--- src/rtl/ascon_pkg.sv ---
// Shared Ascon types.
// The permutation state is five 64-bit words, s[0] first.
package ascon_pkg;

    typedef logic [4:0][63:0] t_state_array;

endpackage

--- src/rtl/sbox.sv ---
// Ascon 5-bit S-box, bitsliced form.
// Bit 4 of i_x/o_y carries word 0 of the state.
module sbox (
    input  logic [4:0] i_x,
    output logic [4:0] o_y
);

    logic a0, a1, a2, a3, a4;
    logic b0, b1, b2, b3, b4;

    assign a0 = i_x[4] ^ i_x[0];
    assign a1 = i_x[3];
    assign a2 = i_x[2] ^ i_x[3];
    assign a3 = i_x[1];
    assign a4 = i_x[0] ^ i_x[1];

    // chi-like nonlinear layer
    assign b0 = a0 ^ (~a1 & a2);
    assign b1 = a1 ^ (~a2 & a3);
    assign b2 = a2 ^ (~a3 & a4);
    assign b3 = a3 ^ (~a4 & a0);
    assign b4 = a4 ^ (~a0 & a1);

    assign o_y = {b0 ^ b4, b1 ^ b0, ~b2, b3 ^ b2, b4};

endmodule

--- src/rtl/substitution_layer_iter.sv ---
// Iterative Ascon substitution layer.
// Applies G_NUM_SBOXES S-boxes per cycle over 64 columns.
module substitution_layer_iter
    import ascon_pkg::*;
#(
    parameter int G_NUM_SBOXES = 8,
    parameter bit G_OUT_REG    = 1'b1
) (
    input  logic         i_clk,
    input  logic         i_rst_n,
    input  logic         i_valid,
    output logic         o_ready,
    input  t_state_array i_state,
    output logic         o_valid,
    input  logic         i_ready,
    output t_state_array o_state,
    input  logic         i_abort,
    output logic         o_busy
);

    localparam bit LEGAL = (G_NUM_SBOXES >= 1)
                        && (G_NUM_SBOXES <= 64)
                        && ((64 % G_NUM_SBOXES) == 0);
    localparam int K  = LEGAL ? 64 / G_NUM_SBOXES : 1;
    localparam int CW = (K > 1) ? $clog2(K) : 1;
    localparam logic [CW-1:0] LAST = CW'(K - 1);

    if (!LEGAL) begin : g_bad
        $error("G_NUM_SBOXES must be 1..64 and divide 64");
    end

    typedef enum logic [1:0] {
        S_IDLE,
        S_BUSY,
        S_DONE
    } state_t;

    state_t        state;
    logic [CW-1:0] cnt;
    t_state_array  work;
    t_state_array  work_nxt;
    logic          valid_q;
    logic          ready_q;
    logic          busy_q;

    logic [5:0] base;
    logic [5:0] cidx [G_NUM_SBOXES];
    logic [4:0] sin  [G_NUM_SBOXES];
    logic [4:0] sout [G_NUM_SBOXES];

    assign base = 6'(32'(cnt) * G_NUM_SBOXES);

    for (genvar j = 0; j < G_NUM_SBOXES; j++) begin : g_sb
        assign cidx[j] = base + 6'(j);
        assign sin[j]  = {work[0][cidx[j]], work[1][cidx[j]],
                          work[2][cidx[j]], work[3][cidx[j]],
                          work[4][cidx[j]]};
        sbox u_sbox (
            .i_x(sin[j]),
            .o_y(sout[j])
        );
    end

    // Write the selected columns back in place
    always_comb begin
        work_nxt = work;
        for (int j = 0; j < G_NUM_SBOXES; j++) begin
            for (int r = 0; r < 5; r++) begin
                work_nxt[r][cidx[j]] = sout[j][4-r];
            end
        end
    end

    always_ff @(posedge i_clk or negedge i_rst_n) begin
        if (!i_rst_n) begin
            state   <= S_IDLE;
            cnt     <= '0;
            work    <= '0;
            valid_q <= 1'b0;
            ready_q <= 1'b1;
            busy_q  <= 1'b0;
        end else if (i_abort) begin
            state   <= S_IDLE;
            cnt     <= '0;
            valid_q <= 1'b0;
            ready_q <= 1'b1;
            busy_q  <= 1'b0;
        end else begin
            unique case (state)
                S_IDLE: begin
                    if (i_valid) begin
                        work    <= i_state;
                        cnt     <= '0;
                        state   <= S_BUSY;
                        ready_q <= 1'b0;
                        busy_q  <= 1'b1;
                    end
                end
                S_BUSY: begin
                    work <= work_nxt;
                    if (cnt == LAST) begin
                        cnt     <= '0;
                        state   <= S_DONE;
                        busy_q  <= 1'b0;
                        valid_q <= 1'b1;
                    end else begin
                        cnt <= cnt + CW'(1);
                    end
                end
                S_DONE: begin
                    if (i_ready) begin
                        state   <= S_IDLE;
                        valid_q <= 1'b0;
                        ready_q <= 1'b1;
                    end
                end
                default: begin
                    state   <= S_IDLE;
                    valid_q <= 1'b0;
                    ready_q <= 1'b1;
                    busy_q  <= 1'b0;
                end
            endcase
        end
    end

    assign o_valid = valid_q;
    assign o_ready = ready_q;
    assign o_busy  = busy_q;
    assign o_state = (G_OUT_REG || valid_q) ? work : '0;

endmodule

--- config.mk ---
export PLATFORM = sky130hd
export DESIGN_NAME = substitution_layer_iter
export DESIGN_NICKNAME = d
export VERILOG_FILES = /design/src/rtl/ascon_pkg.sv /design/src/rtl/sbox.sv /design/src/rtl/substitution_layer_iter.sv
export SDC_FILE = /design/constraint.sdc
export NUM_CORES = 1
export LEC_CHECK = 0
export CORE_AREA = 2 2 249 251
export DETAILED_ROUTE_END_ITERATION = 8
export DIE_AREA = 0 0 251 253
export DONT_BUFFER_PORTS = 1
export SYNTH_ARGS = -nofsm -noshare
export SYNTH_HDL_FRONTEND = slang
export SYNTH_HIERARCHICAL = 1
export SYNTH_SLANG_ARGS = --single-unit
--- constraint.sdc ---
create_clock -name i_clk -period 8.2 [get_ports i_clk]
set_input_delay 0.82 -clock i_clk [delete_from_list [all_inputs] [get_ports i_clk]]
set_output_delay 0.82 -clock i_clk [all_outputs]
set_load 0.02 [all_outputs]
==> run summary <==
The flow ran to the end, but the final reports show violations. The checks that failed: max-capacitance violations, max-slew violations. Dividing total power by cell area gives a power density of 412 mW/mm².

The worst-case IR drop observed on VDD is 0.000166 V. For this run, design rule violations remaining after detail routing come to 0. Across all setup checks in the final design, the least slack found is 2.72 ns. The clock tree synthesis step divided the H-tree into 2 levels. The run gives 0 as the count of nets left with antenna violations after detail routing. The critical path crosses 10 cells after its start point. The run gives 0.358 as the utilization after layout. The logs give 2,086 for the initial detailed-routing violation count and 91 for the placement row count. The run gives 0.0979 as the routing usage on met3. The worst path required time was 8.67 ns; the final instance count without filler cells was 2,406. The number of nets in the layout is 1,916, and the via count of the first global-routing pass is 16.6k. The tools report the starting density of the core as 0.325. Dividing the detail-routed wire length by the instance count gives 40.3 µm.

The overall fraction of global-route tracks in use came out at 0.291. Start-to-end type of the worst setup path: reg2reg. Counting flops and latches in the post-synthesis netlist gives 328. Largest delay contributor family on the critical path: XOR/XNOR gates. The tools report the cell total after placement as 2,317. Of all cell types, the one taking the most synthesized area is dfrtp_1. For the largest net degree at the start of global routing, the log shows 329.

The fraction of layout cells with a size suffix above 1 came out at 0.260. The tree is rooted in a clkbuf_16. The worst register-to-register path has a depth of 10. For the number of synthesis warnings, the log shows 6. After clock tree synthesis, the repair step resized 0 gates.

The portion of synthesized cell area occupied by the leading cell type is 0.412, and the via density per instance is 6.82. The tools report the total nets after synthesis as 2,041. The run gives 47 as the count of unique library cells instantiated by Yosys. Synthesis produced a netlist whose cell count is 1,698. The clock-pin slew on the worst setup and hold paths was 0.06 ns; the floorplan core area was 0.0610 mm². Input and output buffers added on the ports amount to 0.

The run gives 0.414 as the part of the Yosys area used for sequential elements. The startpoint identified for the worst register-to-register timing path is cnt[0]. The area growth from synthesis to layout is 10.0%. The tools report the setup total negative slack as 0 ns. The worst register-to-register path ends at o_state[212].

The worst setup path is captured at a flop. Most crowded layer after global routing: met2. The number of buffers and inverters on the critical path is 2. Summed over all layers, the routed wires come to 97,000 µm. The number of primary I/O pins is 648, and the total setup violations reported at the end of the flow is 0.

The critical path goes through buf_12 -> nor2_1 -> a221oi_1 -> o21ai_0 -> inv_1 -> ha_1 -> xor2_1 -> xnor2_1 -> a32o_1 -> mux2_2. The floorplan step defined a die boundary enclosing 0.0635 mm². The critical path starts at cnt[0]. Via total after detailed routing: 16.4k. For the number of max-slew violations in the final report, the log shows 1. Data arrives at the worst endpoint at 5.94 ns. Setup repair after global routing left no endpoint under its margin. Among all flip-flop cells after synthesis, the most frequent one is dfrtp_1. In this run the register-to-register setup slack is 2.72 ns. The design draws 9.00 mW. In this run the worst hold path is classified as in2async.

Global-route wire length before repair: 133,000 µm. The congestion estimate from routability-driven global placement came to 0.907. By area the synthesized netlist is led by dfrtp_1 (41%), mux2_2 (13%), a32o_1 (11%), mux2i_1 (5.4%), mux4_2 (5.2%).

The tools report the critical path startpoint category as a flop. The highest net fanout along the worst path is 67. For the pin with the worst max-slew slack, the measured transition is 1.49 ns. The slowest stage of the critical path belongs to the cell xor2_1. The number of buffers inserted during clock tree synthesis was 41; the mean area per synthesized cell was 11.7 µm². The logs give 8.66 nW for the leakage power of the design and 0.58 ns for the clock latency at the later pin of the worst-skew pair. The number of antenna violations at the first check in global routing was 6; the ratio of final minimum period to clock period was 0.668. The HPWL after detailed placement is 66,700 µm. For the global-route track usage on met2, the log shows 0.476. The tools report the number of hold violations in the final report as 0. Clock skew on the completed layout was measured at 0.0265 ns.

For this design, the sink count on the clock tree is 328. The post-synthesis cell area is 0.0198 mm². TritonCTS built the clock tree.

The placed instances occupy a cell area of 0.0204 mm². The logs give 0.350 for the global-route track usage on met1 and 3 for the buffer depth of the longest clock path. With fillers left out, the area of the finished cells amounts to 0.0218 mm².

The fraction of registers with async set or reset after synthesis came out at 1.00. Worst relative slew slack: -0.00293. After layout, the minimum clock period comes to 5.48 ns. On the final layout, the worst hold slack is 0.0689 ns. Worst setup path endpoint: o_state[212].

The floorplan step set the die height to 253 µm. The run gives 0.183 GHz as the maximum achievable frequency. The first detailed-routing pass took 8 iterations. For the max-capacitance violation count, the log shows 1.

Counting flops with a built-in enable in the synthesized netlist gives 0. On the worst path, the slowest cell contributes a delay of 0.88 ns. At the placement stage, the worst setup path has a slack of 2.73 ns. Sum of overflow across all layers after global routing: 0. Die span in x: 251 µm.

The setup fix buffers added after clock tree synthesis was 0.
final cells by class:
type	count	area, µm²
Sequential cell	328	8220
Clock buffer	61	1220
Tap cell	790	988
Antenna cell	11	27.5
Clock inverter	14	138
Fill cell	5946	39200
Inverter	122	458
Multi-Input combinational cell	1021	10300
Timing Repair Buffer	59	520
how the worst min path moves through the flow:
stage / to / depth (start not counted) / from
floorplan: cnt[0] / 0 / i_rst_n
global placement: o_state[199] / 0 / i_rst_n
detailed placement: o_state[199] / 0 / i_rst_n
CTS: o_state[268] / 0 / i_rst_n
global route: o_state[238] / 1 / i_rst_n
finish: o_state[222] / 1 / i_rst_n
report_power, final:
group	switching, mW	internal, mW
Combinational	2.81	1.31
Clock	0.766	1.10
Sequential	1.00	2.00
Yosys cell counts (all sizes together), types with 7 or more instances:
cell / instances
a22oi: 23
a211oi: 8
nor2: 23
o221ai: 10
inv: 122
ha: 18
a32oi: 97
nor2b: 7
buf: 119
a221oi: 14
maj3: 8
mux2: 245
nand2: 41
mux2i: 107
a21oi: 7
xor2: 24
clkbuf: 108
xnor2: 40
dfrtp: 327
a32o: 227
o21ai: 37
mux4: 46
cells by family (layout without fill, tap and decap cells):
kind of cell | count (synthesis) | after routing | synth area share
compound gates | 435 | 435 | 0.198
mux | 398 | 398 | 0.245
buf+inv | 349 | 256 | 0.0759
flops | 328 | 328 | 0.414
simple gates | 98 | 98 | 0.0239
xor+xnor | 64 | 64 | 0.0282
fa+ha+maj | 26 | 26 | 0.0154
other cells | 0 | 11 | 0
metal layers:
layer	share of wire	vias to the layer above
li1	-	6320
met1	0.37	8556
met2	0.47	1255
met3	0.11	276
met4	0.047	0
met5	0	-
placed cells by master, fill, tap and decap left out, drive strengths merged, types with 8 or more instances in the layout:
| master | count |
|---|---|
| ha | 18 |
| diode | 11 |
| a32oi | 97 |
| a221oi | 14 |
| xnor2 | 40 |
| dfrtp | 327 |
| xor2 | 24 |
| clkinv | 9 |
| clkbuf | 61 |
| mux4 | 46 |
| maj3 | 8 |
| mux2 | 245 |
| a32o | 227 |
| a211oi | 8 |
| nor2 | 23 |
| a22oi | 23 |
| buf | 59 |
| o21ai | 37 |
| nand2 | 41 |
| mux2i | 107 |
| inv | 124 |
| o221ai | 10 |
worst register-to-register path, delay by kind of cell (launching register included):
kind,cells,cell delay (ns)
AO/OA/AOI/OAI,3,1.34
multiplexers,1,0.26
adder cells (fa/ha/maj),1,0.22
buffers and inverters,2,0.42
flip-flops,1,0.68
AND/OR/NAND/NOR,1,0.85
XOR/XNOR,2,1.60
registers in the layout, summed over array words and instances, names as in the netlist:
| register | count |
|---|---|
| state | 2 |
| o_state | 320 |
| o_busy | 1 |
| o_valid | 1 |
| cnt | 3 |
| o_ready | 1 |
No activity file was read; power rests on OpenSTA's default activity.
